--- config.mk ---
export PLATFORM = sky130hd
export DESIGN_NAME = lcd_reader
export DESIGN_NICKNAME = d
export VERILOG_FILES = /design/src/rtl/lcd_pkg.sv /design/src/rtl/lcd_phase_timer.sv /design/src/rtl/lcd_reader.sv
export SDC_FILE = /design/constraint.sdc
export NUM_CORES = 1
export LEC_CHECK = 0
export CAP_MARGIN = 20
export CORE_UTILIZATION = 49
export DETAILED_ROUTE_END_ITERATION = 12
export HOLD_SLACK_MARGIN = 0.05
export PLACE_DENSITY = 0.78
export SETUP_SLACK_MARGIN = 0.05
export SYNTH_ARGS = -nofsm -noshare
export SYNTH_HDL_FRONTEND = slang
export SYNTH_HIERARCHICAL = 1
export SYNTH_SLANG_ARGS = --single-unit
--- constraint.sdc ---
create_clock -name clk -period 3.3 [get_ports clk]
set_clock_uncertainty 0.2 [all_clocks]
set_input_delay 0.825 -clock clk [delete_from_list [all_inputs] [get_ports clk]]
set_output_delay 0.825 -clock clk [all_outputs]
set_load 0.02 [all_outputs]
--- src/rtl/lcd_pkg.sv ---
// Shared definitions for the LCD read controller: FSM encoding, register-select
// constants, busy-flag bit position and default phase timing.
package lcd_pkg;

   typedef enum logic [2:0] {
      ST_IDLE  = 3'd0,
      ST_SETUP = 3'd1,
      ST_EHIGH = 3'd2,
      ST_HOLD  = 3'd3,
      ST_DONE  = 3'd4
   } lcd_state_e;

   localparam logic RS_INSTR = 1'b0;
   localparam logic RS_DATA  = 1'b1;
   localparam int   BF_BIT   = 7;

   localparam int DEF_SETUP_CYCLES  = 1;
   localparam int DEF_E_HIGH_CYCLES = 4;
   localparam int DEF_HOLD_CYCLES   = 1;
   localparam int DEF_TIMEOUT_POLLS = 255;

   localparam int TMR_W = 8;

   // Phase timer reload value: the timer sits in a phase for (load + 1) cycles.
   function automatic logic [TMR_W-1:0] phase_load(input int cycles, input int min_cycles);
      int n;
      n = (cycles < min_cycles) ? min_cycles : cycles;
      if (n > (1 << TMR_W)) n = (1 << TMR_W);
      return TMR_W'(n - 1);
   endfunction

endpackage

--- src/rtl/lcd_phase_timer.sv ---
// Loadable down-counter with a zero flag; one instance times SETUP, EHIGH and HOLD.
module lcd_phase_timer
   import lcd_pkg::*;
(
   input  logic             clk,
   input  logic             rst,
   input  logic             load,
   input  logic [TMR_W-1:0] load_val,
   output logic             zero
);

   logic [TMR_W-1:0] cnt_q;
   logic [TMR_W-1:0] cnt_d;

   always_comb begin
      cnt_d = cnt_q;
      if (load) begin
         cnt_d = load_val;
      end else if (cnt_q != '0) begin
         cnt_d = cnt_q - 1'b1;
      end
   end

   always_ff @(negedge clk or negedge rst) begin
      if (!rst) begin
         cnt_q <= '0;
      end else begin
         cnt_q <= cnt_d;
      end
   end

   assign zero = (cnt_q == '0);

endmodule

--- src/rtl/lcd_reader.sv ---
// HD44780-style LCD read controller (status or data read, optional busy polling).
// Optional poll timeout is enabled by defining LCD_READER_TIMEOUT_EN.
//
// state | meaning
// IDLE  | waiting for start; ready once settled
// SETUP | RS/RW driven, E low, address setup time
// EHIGH | E strobe high; bus captured on the final edge
// HOLD  | E low, RS/RW held; retries SETUP while polling a busy LCD
// DONE  | one-cycle valid pulse, then back to IDLE
module lcd_reader
   import lcd_pkg::*;
#(
   parameter int SETUP_CYCLES  = DEF_SETUP_CYCLES,
   parameter int E_HIGH_CYCLES = DEF_E_HIGH_CYCLES,
   parameter int HOLD_CYCLES   = DEF_HOLD_CYCLES,
   parameter int TIMEOUT_POLLS = DEF_TIMEOUT_POLLS
) (
   input  logic       clk,
   input  logic       rst,
   input  logic       start,
   input  logic       regSel,
   input  logic       pollBusy,
   input  logic [7:0] lcdDataIn,
   output logic       enableOut,
   output logic       RS,
   output logic       RW,
   output logic       ready,
   output logic       valid,
   output logic [7:0] dataOut,
   output logic       busyFlag,
   output logic [6:0] addrOut,
   output logic       timeout
);

   localparam logic [TMR_W-1:0] SETUP_LOAD = phase_load(SETUP_CYCLES, 1);
   localparam logic [TMR_W-1:0] EHIGH_LOAD = phase_load(E_HIGH_CYCLES, 2);
   localparam logic [TMR_W-1:0] HOLD_LOAD  = phase_load(HOLD_CYCLES, 1);
   localparam logic [7:0]       TO_LIM     = (TIMEOUT_POLLS > 255) ? 8'd255 : 8'(TIMEOUT_POLLS);

`ifdef LCD_READER_TIMEOUT_EN
   localparam bit TO_EN = 1'b1;
`else
   localparam bit TO_EN = 1'b0;
`endif

   lcd_state_e state_q, state_d;
   logic       rs_lat_q, rs_lat_d;
   logic       poll_en_q, poll_en_d;
   logic [7:0] poll_cnt_q, poll_cnt_d;
   logic [7:0] data_q, data_d;
   logic       busy_q, busy_d;
   logic [6:0] addr_q, addr_d;
   logic       timeout_q, timeout_d;
   logic       enable_q, enable_d;
   logic       rs_q, rs_d;
   logic       rw_q, rw_d;
   logic       ready_q, ready_d;
   logic       valid_q, valid_d;

   logic             tmr_load;
   logic [TMR_W-1:0] tmr_val;
   logic             tmr_zero;
   logic [7:0]       poll_inc;
   logic             poll_limit;

   lcd_phase_timer u_timer (
      .clk      (clk),
      .rst      (rst),
      .load     (tmr_load),
      .load_val (tmr_val),
      .zero     (tmr_zero)
   );

   assign poll_inc   = (poll_cnt_q == 8'hFF) ? 8'hFF : poll_cnt_q + 8'd1;
   assign poll_limit = TO_EN && (poll_inc >= TO_LIM);

   always_comb begin
      state_d    = state_q;
      rs_lat_d   = rs_lat_q;
      poll_en_d  = poll_en_q;
      poll_cnt_d = poll_cnt_q;
      data_d     = data_q;
      busy_d     = busy_q;
      addr_d     = addr_q;
      timeout_d  = timeout_q;
      tmr_load   = 1'b0;
      tmr_val    = '0;

      case (state_q)
         ST_IDLE: begin
            // ready_q gates acceptance so a start in the settling cycle is dropped
            if (start && ready_q) begin
               rs_lat_d   = regSel;
               poll_en_d  = pollBusy && (regSel == RS_INSTR);
               poll_cnt_d = 8'd0;
               timeout_d  = 1'b0;
               tmr_load   = 1'b1;
               tmr_val    = SETUP_LOAD;
               state_d    = ST_SETUP;
            end
         end
         ST_SETUP: begin
            if (tmr_zero) begin
               tmr_load = 1'b1;
               tmr_val  = EHIGH_LOAD;
               state_d  = ST_EHIGH;
            end
         end
         ST_EHIGH: begin
            if (tmr_zero) begin
               data_d = lcdDataIn;
               if (rs_lat_q == RS_INSTR) begin
                  busy_d = lcdDataIn[BF_BIT];
                  addr_d = lcdDataIn[6:0];
               end
               tmr_load = 1'b1;
               tmr_val  = HOLD_LOAD;
               state_d  = ST_HOLD;
            end
         end
         ST_HOLD: begin
            if (tmr_zero) begin
               if (poll_en_q && data_q[BF_BIT]) begin
                  poll_cnt_d = poll_inc;
                  if (poll_limit) begin
                     timeout_d = 1'b1;
                     state_d   = ST_DONE;
                  end else begin
                     tmr_load = 1'b1;
                     tmr_val  = SETUP_LOAD;
                     state_d  = ST_SETUP;
                  end
               end else begin
                  state_d = ST_DONE;
               end
            end
         end
         ST_DONE: begin
            state_d = ST_IDLE;
         end
         default: begin
            state_d = ST_IDLE;
         end
      endcase

      // Pin outputs follow the current state one edge later.
      ready_d  = (state_q == ST_IDLE) && (state_d == ST_IDLE);
      enable_d = (state_q == ST_EHIGH);
      rs_d     = (state_q != ST_IDLE) ? rs_lat_q : 1'b0;
      rw_d     = (state_q != ST_IDLE);
      valid_d  = (state_q == ST_DONE);
   end

   always_ff @(negedge clk or negedge rst) begin
      if (!rst) begin
         state_q    <= ST_IDLE;
         rs_lat_q   <= 1'b0;
         poll_en_q  <= 1'b0;
         poll_cnt_q <= 8'd0;
         data_q     <= 8'd0;
         busy_q     <= 1'b0;
         addr_q     <= 7'd0;
         timeout_q  <= 1'b0;
         enable_q   <= 1'b0;
         rs_q       <= 1'b0;
         rw_q       <= 1'b0;
         ready_q    <= 1'b0;
         valid_q    <= 1'b0;
      end else begin
         state_q    <= state_d;
         rs_lat_q   <= rs_lat_d;
         poll_en_q  <= poll_en_d;
         poll_cnt_q <= poll_cnt_d;
         data_q     <= data_d;
         busy_q     <= busy_d;
         addr_q     <= addr_d;
         timeout_q  <= timeout_d;
         enable_q   <= enable_d;
         rs_q       <= rs_d;
         rw_q       <= rw_d;
         ready_q    <= ready_d;
         valid_q    <= valid_d;
      end
   end

   assign enableOut = enable_q;
   assign RS        = rs_q;
   assign RW        = rw_q;
   assign ready     = ready_q;
   assign valid     = valid_q;
   assign dataOut   = data_q;
   assign busyFlag  = busy_q;
   assign addrOut   = addr_q;
   assign timeout   = timeout_q;

endmodule

==> impl_summary.log <==
[metrics] run status: finished, violations left
[metrics] violated checks: setup timing
[metrics] Placed Area: 2014 sq um
[metrics] slew margin rel.: 0.5635
[metrics] number of enable flip-flop cells after synthesis: 0
[metrics] maximum number of pins on one net before global-route repair: 35
[metrics] synth unique cells: 40
[metrics] Seq cells post-synth: 34
[metrics] Required @ worst endpoint: 2270 ps
[metrics] RSZ-0062 raised after global routing: yes
[metrics] Final Hold Violating Endpoints: 0
[metrics] via count: 1,188
[metrics] last element of the critical path: dataOut[7]
[metrics] signed area change from the synthesized netlist to the final layout: 42.12%
[metrics] source of the worst register-to-register timing path: u_timer/cnt_q[0]$_DFFE_NN0P_
[metrics] clock tree from TritonCTS: built
[metrics] ys async rst share: 1.000
[metrics] count of antenna diodes in the layout: 0
[metrics] via count of the first global-routing pass: 1,166
[metrics] HPWL reported at the end of detailed placement: 2.336 mm
[metrics] 1st-pass router iterations: 4
[metrics] CTS Hold Buffers Added: 0
[metrics] maximum VDD drop: 406.5 uV
[metrics] total buffers and inverters traversed by the critical path: 1
[metrics] Max FO, Critical Path: 2
[metrics] Die H: 58.20 um
[metrics] cell area after technology mapping: 1548 sq um
[metrics] synth warn: 6
[metrics] CTS Buf Count: 5
[metrics] detailed-route wire length: 3.439 mm
[metrics] HP Class: flop to flop
[metrics] number of rows created at floorplan: 20
[metrics] power density of the placed cells: 627.9 nW/um^2
[metrics] DRC viols: 0
[metrics] max-slew violation total from the final report: 0
[metrics] initial standard-cell utilization of the core: 0.5112
[metrics] crit end category: primary output
[metrics] ranking of synthesized cells by area: dfrtn_1 (55%), mux2_4 (7.8%), mux2_2 (7.3%)
[metrics] cell type with the highest aggregate area in the netlist: dfrtn_1
[metrics] proportion of layout cells with a drive suffix above 1: 0.4021
[metrics] slowest CP cell: dfrtn_1
[metrics] endpoint of the most critical register-to-register path: u_timer/cnt_q[6]$_DFFE_NN0P_
[metrics] prevailing post-synth register cell: dfrtn_1
[metrics] H-tree depth reported by CTS: 2
[metrics] number of standard cells after synthesis: 127
[metrics] transition time at the pin with the least slew margin: 648.8 ps
[metrics] synthesized area per cell: 12.19 sq um
[metrics] overall fraction of global-route tracks in use: 0.2224
[metrics] leakage: 1.045 nW
[metrics] count of placed standard cells including taps: 212
[metrics] first-pass GRT wire length: 5.471 mm
[metrics] per-cell routed wire length: 14.76 um
[metrics] Max-cap violations: 0
[metrics] Reg clk slew, reported paths: 70 ps
[metrics] CP Cell Sequence: buf_6
[metrics] Bufs on Longest Clock Path: 2
[metrics] insertion delay of the later-clocked pin in the worst-skew pair: 330 ps
[metrics] number of top-level pins: 35
[metrics] most repeated cell in the gate-level netlist after synthesis: dfrtn_1
[metrics] Hold Worst Slack: 261.9 ps
[metrics] final setup margin: -298.3 ps
[metrics] initial antenna violation count: 0
[metrics] top-area cell type share of the netlist area: 0.5497
[metrics] GRT overflow: 0
[metrics] critical path depth: 1
[metrics] Clock Tree Root: clkbuf_4
[metrics] Worst R2R Setup Slack: 240 ps
[metrics] Seq/Total Area, Yosys: 0.5497
[metrics] Die ar.: 3387 sq um
[metrics] commonest cells in the netlist: dfrtn_1 (34), mux2_2 (10), mux2_4 (8), nor2_1 (8), nand2_1 (7)
[metrics] drt first-iter violations: 41
[metrics] kind of cell adding the most delay to the critical path: flip-flops
[metrics] final cell area excluding filler cells: 2200 sq um
[metrics] Critical Path Source: dataOut[7]$_DFFE_NN0P_
[metrics] number of port buffers: 33
[metrics] final number of setup-violating endpoints: 21
[metrics] die boundary width: 58.20 um
[metrics] Core Footprint: 3028 sq um
[metrics] kind of start point of the critical path: flop
[metrics] critical path data arrival time: 2570 ps
[metrics] gpl congestion: 0.9061
[metrics] slowest stage delay, CP: 460 ps
[metrics] Post-DRT Antenna Nets: 0
[metrics] non-filler cells in the finished layout: 233
[metrics] cells on worst reg2reg path: 9
[metrics] net count of the finished layout: 203
[metrics] Clock Sink Count: 34
[metrics] category of the critical setup timing path: flop to primary output
[metrics] per-cell via count in the routed design: 5.099
registers in the layout (all words and copies together), names as in the netlist:
signal         count
busyFlag           1
addrOut            7
enableOut          1
u_timer/cnt_q      8
RS                 1
dataOut            8
valid              1
ready              1
state_q            3
RW                 1
poll_en_q          1
rs_lat_q           1
worst min-delay path by stage:
stage                                 startpoint                      to  cells past startpoint
after floorplan             state_q[0]$_DFF_NN0_     enableOut$_DFF_NN0_                      1
after global placement    dataOut[3]$_DFFE_NN0P_  dataOut[3]$_DFFE_NN0P_                      1
after detailed placement    state_q[0]$_DFF_NN0_     enableOut$_DFF_NN0_                      1
after CTS                   state_q[0]$_DFF_NN0_     enableOut$_DFF_NN0_                      1
after global routing      dataOut[5]$_DFFE_NN0P_  dataOut[5]$_DFFE_NN0P_                      1
final                       state_q[0]$_DFF_NN0_     enableOut$_DFF_NN0_                      1
repair_timing:
item | in CTS | in global routing
pin swaps | 2 | 0
resized for setup | 135 | 0
setup buffers | 8 | 6
endpoints found under the setup margin | 32 | 21
logic make-up after synthesis:
| logic type | count (synthesis) | synth area share |
|---|---|---|
| AO/OA/AOI/OAI | 21 | 0.09217 |
| XOR/XNOR | 2 | 0.01132 |
| adder cells (fa/ha/maj) | 1 | 0.008083 |
| buffers and inverters | 11 | 0.04365 |
| flip-flops | 34 | 0.5497 |
| multiplexers | 19 | 0.1568 |
| other | 1 | 0.002423 |
| AND/OR/NAND/NOR | 38 | 0.1358 |
metrics by stage:
step                  util  setup slack, ps  total power [mW]  TNS (ps)
finish              0.7264           -298.3             1.381     -5396
global route        0.7264           -335.6             1.469     -6079
CTS                 0.7116           -315.2             1.379     -5565
detailed placement  0.6653           -659.4             1.125    -17720
global placement    0.6653           -619.2             1.102    -17130
floorplan                -           -28.59            0.9407    -64.34
report_power, final:
| part | internal [mW] | leakage, nW | switching, mW | total (mW) |
|---|---|---|---|---|
| sequential | 0.536 | 0.446 | 0.134 | 0.670 |
| clock | 0.0765 | 0.0308 | 0.138 | 0.215 |
| combinational | 0.255 | 0.568 | 0.241 | 0.497 |
| total | 0.868 | 1.05 | 0.513 | 1.38 |
routing by layer:
metal | vias to the layer above | share of wire | global-route usage
met1 | 565 | 0.44 | 0.2664
li1 | 570 | - | -
met4 | 0 | 0.022 | 0.08503
met3 | 10 | 0.059 | 0.07813
met5 | - | 0 | 0
met2 | 43 | 0.48 | 0.3695
cells in the final DEF (no fill, tap or decap), types with 7 or more instances in the layout:
| cell | Yosys | layout |
|---|---|---|
| dfrtn_1 | 34 | 34 |
| buf_6 | 2 | 21 |
| buf_4 | 1 | 21 |
| mux2_2 | 10 | 9 |
| mux2_4 | 8 | 9 |
| clkdlybuf4s50_1 | 0 | 9 |
| nor2_1 | 8 | 8 |
| nand2_1 | 7 | 7 |
| conb_1 | 1 | 7 |
cell type report:
type | count | area [sq um]
timing repair buffer | 55 | 526.8
clock buffer | 5 | 37.54
inverter | 5 | 18.77
tap | 44 | 55.05
sequential | 34 | 850.8
fill | 214 | 828.3
clock inverter | 2 | 10.01
multi-input combinational | 88 | 700.7
No activity file was read; power rests on OpenSTA's default activity.
